[src/rtl/shifter_seq_if.sv]
// Request/response bundle for the sequential shifter.
interface shifter_seq_if #(
    parameter int unsigned WIDTH = 16,
    parameter int unsigned AMT_W = $clog2(WIDTH)
);
    logic             start;
    logic [1:0]       mode;
    logic [AMT_W-1:0] amount;
    logic [WIDTH-1:0] din;
    logic             busy;
    logic             done;
    logic [WIDTH-1:0] dout;

    modport master (
        output start, mode, amount, din,
        input  busy, done, dout
    );

    modport slave (
        input  start, mode, amount, din,
        output busy, done, dout
    );
endinterface

[src/rtl/shifter_seq.sv]
// Multi-cycle shifter: one bit position per clock, start/busy/done handshake.
// Modes: 00 SLL, 01 SRL, 10 SRA, 11 ROL. All outputs are registered.
module shifter_seq #(
    parameter int unsigned WIDTH = 16,
    parameter int unsigned AMT_W = $clog2(WIDTH)
) (
    input logic         clk,
    input logic         rst_n,
    shifter_seq_if.slave bus
);

    typedef enum logic [1:0] {StIdle, StShift, StDone} state_e;

    state_e           state_q;
    logic [WIDTH-1:0] acc_q;
    logic [AMT_W-1:0] cnt_q;
    logic [1:0]       mode_q;
    logic             busy_q;
    logic             done_q;
    logic [WIDTH-1:0] dout_q;

    // Single-position shift of the accumulator for the given mode.
    function automatic logic [WIDTH-1:0] step(input logic [1:0] m, input logic [WIDTH-1:0] a);
        logic [WIDTH-1:0] r;
        case (m)
            2'b00:   r = {a[WIDTH-2:0], 1'b0};
            2'b01:   r = {1'b0, a[WIDTH-1:1]};
            2'b10:   r = {a[WIDTH-1], a[WIDTH-1:1]};
            default: r = {a[WIDTH-2:0], a[WIDTH-1]};
        endcase
        return r;
    endfunction

    // Control FSM with registered busy/done/dout; reset is synchronous.
    always_ff @(posedge clk) begin
        if (!rst_n) begin
            state_q <= StIdle;
            acc_q   <= '0;
            cnt_q   <= '0;
            mode_q  <= 2'b00;
            busy_q  <= 1'b0;
            done_q  <= 1'b0;
            dout_q  <= '0;
        end else begin
            case (state_q)
                StShift: begin
                    acc_q <= step(mode_q, acc_q);
                    cnt_q <= cnt_q - AMT_W'(1);
                    if (cnt_q == AMT_W'(1)) begin
                        state_q <= StDone;
                        busy_q  <= 1'b0;
                        done_q  <= 1'b1;
                        dout_q  <= step(mode_q, acc_q);
                    end
                end
                default: begin
                    // Idle and Done both accept a new request; Done allows back-to-back.
                    state_q <= StIdle;
                    done_q  <= 1'b0;
                    busy_q  <= 1'b0;
                    if (bus.start) begin
                        acc_q  <= bus.din;
                        cnt_q  <= bus.amount;
                        mode_q <= bus.mode;
                        if (bus.amount == '0) begin
                            state_q <= StDone;
                            done_q  <= 1'b1;
                            dout_q  <= bus.din;
                        end else begin
                            state_q <= StShift;
                            busy_q  <= 1'b1;
                        end
                    end
                end
            endcase
        end
    end

    assign bus.busy = busy_q;
    assign bus.done = done_q;
    assign bus.dout = dout_q;

endmodule
[src/flat_wrapper.sv]
// flat-port wrapper written by rule: the top's interface ports become plain ports
module shifter_seq_flat 
#(
    parameter int unsigned WIDTH = 16,
    parameter int unsigned AMT_W = $clog2(WIDTH)
)
  (clk, rst_n, bus_start, bus_mode, bus_amount, bus_din, bus_busy, bus_done, bus_dout);
  shifter_seq_if #(.WIDTH(WIDTH), .AMT_W(AMT_W)) bus_i ();
  input logic clk;
  input logic rst_n;
  input wire logic [$bits(bus_i.start)-1:0] bus_start;
  input wire logic [$bits(bus_i.mode)-1:0] bus_mode;
  input wire logic [$bits(bus_i.amount)-1:0] bus_amount;
  input wire logic [$bits(bus_i.din)-1:0] bus_din;
  output wire logic [$bits(bus_i.busy)-1:0] bus_busy;
  output wire logic [$bits(bus_i.done)-1:0] bus_done;
  output wire logic [$bits(bus_i.dout)-1:0] bus_dout;
  assign bus_i.start = bus_start;
  assign bus_i.mode = bus_mode;
  assign bus_i.amount = bus_amount;
  assign bus_i.din = bus_din;
  assign bus_busy = bus_i.busy;
  assign bus_done = bus_i.done;
  assign bus_dout = bus_i.dout;
  shifter_seq #(.WIDTH(WIDTH), .AMT_W(AMT_W)) u_core (.clk(clk), .rst_n(rst_n), .bus(bus_i));
endmodule
[config.mk]
export PLATFORM = sky130hd
export DESIGN_NAME = shifter_seq_flat
export DESIGN_NICKNAME = d
export VERILOG_FILES = /design/src/rtl/shifter_seq_if.sv /design/src/rtl/shifter_seq.sv /design/src/flat_wrapper.sv
export SDC_FILE = /design/constraint.sdc
export NUM_CORES = 1
export LEC_CHECK = 0
export CORE_ASPECT_RATIO = 0.6
export CORE_UTILIZATION = 25
export DETAILED_ROUTE_END_ITERATION = 7
export PLACE_DENSITY = 0.46
export SETUP_SLACK_MARGIN = 0.4
export SYNTH_ARGS = -nofsm -noshare
export SYNTH_HDL_FRONTEND = slang
export SYNTH_SLANG_ARGS = --single-unit
[constraint.sdc]
create_clock -name clk -period 4.1 [get_ports clk]
set_clock_uncertainty 0.15 [all_clocks]
set_input_delay 0.82 -clock clk [delete_from_list [all_inputs] [get_ports clk]]
set_output_delay 0.82 -clock clk [all_outputs]
set_load 0.05 [all_outputs]
After elaboration in Yosys (flattened, before gate mapping)

Cells that the tools add are included.
W data, S select, Z words.

Register bits: 42
Input port bits: 25
Output and inout bits: 18
Word-level logic and storage cells: 41

Equal/unequal tests: 5
Mux-type cells: 21
Bitwise gates (word level): 1
Reductions and logical operators: 6
$add $sub $neg: 1

Operator list:

| cell                  | count |
|---|---|
| $mux W16              | 6 |
| $pmux W16 S3          | 1 |
| $mux W1               | 8 |
| $mux W2               | 4 |
| $mux W4               | 2 |
| $eq A2 B1 Y1 const B  | 2 |
| $eq A4 B1 Y1 const B  | 1 |
| $logic_not A4 Y1      | 1 |
| $reduce_bool A2 Y1    | 2 |
| $sub A4 B1 Y4 const B | 1 |
| $reduce_and A3 Y1     | 1 |
| $eq A2 B2 Y1 const B  | 1 |
| $logic_not A2 Y1      | 1 |
| $ne A2 B1 Y1 const B  | 1 |
| $reduce_and A2 Y1     | 1 |
| $not A1 Y1            | 1 |

Depth between registers and ports, before layout

Depth in word-level cells: 4
Depth in mapped cells: 7
Mapped depth without buffers: 5

Worst setup path after synthesis

No wires, ideal clock.

Path type: input -> register
Start point: input port bus_amount[2]
End point: register u_core.dout_q[5], in the netlist u_core.bus.dout[5]
Setup time: 0.127 ns
Path buffers: 2
Required time: 3.823 ns
Stages on the path: 6
Data arrival time: 1.902 ns
Path slack: 1.921 ns
Cells stage by stage: or4_4 -> nor3_2 -> or2_1 -> buf_6 -> buf_6 -> o22ai_1

Longest elaborated chain between the ends: 3

Ends and longest elaborated chain:

| what                         | RTL line           | source |
|---|---|---|
| start: declaration           | flat_wrapper.sv:13 | `input wire logic [$bits(bus_i.amount)-1:0] bus_amount;` |
| $logic_not A4 Y1             | shifter_seq.sv:65  | `if (bus.amount == '0) begin` |
| $reduce_bool A2 Y1 (no line) | -                  |  |
| $reduce_and A3 Y1 (no line)  | -                  |  |
| end signal: assignment       | shifter_seq.sv:53  | `dout_q <= step(mode_q, acc_q);` |
| end signal: assignment       | shifter_seq.sv:68  | `dout_q <= bus.din;` |
| end: declaration             | shifter_seq.sv:20  | `logic [WIDTH-1:0] dout_q;` |

No other way between the ends.
A chain may end at the register's enable or synchronous reset.

Worst setup path after layout

Start point: register u_core.done_q, in the netlist u_core.bus.done
End point: output port bus_done

RTL lines:

| what                     | RTL line           | source |
|---|---|---|
| start: declaration       | shifter_seq.sv:19  | `logic done_q;` |
| start signal: assignment | shifter_seq.sv:42  | `done_q <= 1'b0;` |
| start signal: assignment | shifter_seq.sv:52  | `done_q <= 1'b1;` |
| start signal: assignment | shifter_seq.sv:59  | `done_q <= 1'b0;` |
| end: declaration         | flat_wrapper.sv:16 | `output wire logic [$bits(bus_i.done)-1:0] bus_done;` |

No word-level cell between the ends.

==> flow_summary.ini <==
[die]
die-area_um2 = 8791
initial_core_util_pct = 26.25
die_h_um = 73.03
design.core.area_um2 = 8008
ios = 43
rows = 25
die_w_um = 120.4

[critical_path]
crit_path_start_kind = flip-flop
crit_path_cell_trace = clkdlybuf4s50_1
arrival_ps = 2040
end_kind = output pin
worst-path-buf-inv = 1
path_class = flip-flop to output pin
path_max_fanout = 19
crit_required_ps = 3130
cp_slowest_cell = clkdlybuf4s50_1
crit_family = buffers and inverters
slowest_delay_ps = 950

[global_routing]
grt_pass1_wl_um = 9660
track_usage_pct = 14.39
overflow = 0
antenna_found_initial = 0
grt_max_degree = 29
grt_pass1_vias = 1817

[synth]
synth_area_leader_cell = dfxtp_1
ys_async_sr_fraction_pct = 0
seq_area_frac_synth_pct = 38.10
synth_edf_count = 0
ys.flop_type = dfxtp_1
syn_nets = 266
yosysTopAreaCellShare_pct = 38.10
synth_area_leaders = dfxtp_1 38%, mux2i_1 13%, nand2_1 6.3%
syn-cell-area_um2 = 2102
synth_cell_types = 35
synth_seq_cells = 40
syn-instance-count = 239
synth.avg_cell_area_um2 = 8.795
yosysWarningCount = 0

[sta]
relSlewSlack_pct = 49.85
fin_crit_sh_pct = 73.35
finalSetupViolations = 0
maxSlewViolCount = 0
worst_slew_pin_slew_ps = 751.2
max_freq_mhz = 332.5
hold_viol_final = 0
rsz0062_at_grt = no
fin_crit_ps = 3008
setup_tns_ps = 0

[finish]
fillers = 879
mostFrequentLayoutCell = clkdlybuf4s50_1
final_cell_mix = 42 x clkdlybuf4s50_1, 40 x dfxtp_1, 35 x nand2_1, 28 x mux2i_1, 19 x o21ai_0
area_growth_syn_to_layout_pct = 29.46
drive_gt1_share_pct = 8.425
final_nets = 299
antenna_cells = 0

[clock_network]
cts-buffers-inserted = 5
cts-root-buf = clkbuf_16
postCtsSetupBuffers = 0
clkSinkCount = 40
cts_resized = 0
worstSkewPairLatency_ps = 280
clkTransAtPathRegs_ps = 60
cts_tree = yes
cts_max_level = 2
hold_buffers = 0
clockBufferDepth = 2

[status]
status = finished clean

[power_and_ir_drop]
powerDensity_nw_per_um2 = 403.5
ir_worst_vdd_uv = 191.4
p_leak_nw = 1.152
total_power_mw = 1.098

[detailed_routing]
dr.pass1.iters = 4
wl_um = 5883
wl_per_cell_um = 15.44
drt_iter0_drc = 88
vias = 1810
vias_per_cell = 4.751
drc_errors = 0
ant_nets = 0

[place]
dp_hpwl_um = 3930
portBuffers = 42
gp_congestion = 0.7797

[run]
maxCapViolations = 0

[min_path]
hold_path_class = flip-flop to flip-flop
==> flip-flops by register name, indices dropped and copies added, names as in the netlist <==
signal and count:
u_core.acc_q 16, u_core.cnt_q 4, u_core.bus.dout 16, u_core.bus.busy 1
u_core.mode_q 2, u_core.bus.done 1
==> worst paths after layout <==
kind / startpoint / end / depth (start not counted) / slack [ps]
max reg2reg: u_core.bus.busy / u_core.bus.dout[0] / 4 / 1770
min reg2reg: u_core.bus.dout[13] / u_core.bus.dout[13] / 2 / 320
max: u_core.bus.done / bus_done / 1 / 1090
min: u_core.bus.dout[13] / u_core.bus.dout[13] / 2 / 320
==> final cells by class <==
type / count / area (µm²) / area share [%]
Multi-Input combinational cell: 174 / 1164 / 42.76
Sequential cell: 40 / 800.8 / 29.43
Timing Repair Buffer: 47 / 457.9 / 16.83
Clock buffer: 6 / 138.9 / 5.103
Tap cell: 108 / 135.1 / 4.966
Inverter: 4 / 15.01 / 0.5517
Clock inverter: 2 / 10.01 / 0.3678
==> power breakdown <==
part	switching (mW)	internal, mW
Combinational	0.138	0.112
Sequential	0.0294	0.422
Clock	0.156	0.240
==> layer usage <==
metal  routed length [µm]  GRT usage [%]  part of all wire (%)  vias to the layer above
li1                     -              -                     -                      912
met1                 3177          21.96                    54                      845
met2                 2324          19.86                    40                       49
met3                  345          3.516                   5.9                        4
met4                   36          3.292                  0.61                        0
met5                    0              0                     0                        -
==> synthesized netlist by cell type (2+ instances only) <==
library cell and instances:
a32oi_1 2, dfxtp_1 40, nor2_1 11, o22ai_1 14, buf_6 4, nor3b_1 17
clkbuf_1 7, nand3_1 3, a21boi_0 4, nand2_1 35, and3_1 16, ha_1 2
mux2i_1 28, nor3_1 3, mux2_2 4, o221a_2 2, inv_1 4, buf_2 8
o21ai_0 19
==> logic make-up after synthesis <==
group                      synth area share (%)
adders and majority gates                 1.190
buffers and inverters                     6.548
DFF                                       38.10
muxes                                     15.48
xor gates and xnor gates                 0.8335
AOI/OAI and AO/OA                         13.57
and+or+nand+nor                           24.29
==> through the flow <==
stage,hold slack [ps],worst slack (ps),instances,instance area [µm²],utilization (%)
2_1_floorplan,352.0,1921,239,2102,-
3_3_place_gp,310.1,1033,373,2572,32.13
3_5_place_dp,311.3,1059,373,2572,32.13
4_1_cts,322.1,1090,381,2721,33.98
5_1_grt,345.2,1027,381,2721,33.98
6_report,322.6,1092,381,2721,33.98
Power figures use the tool's default switching activity.
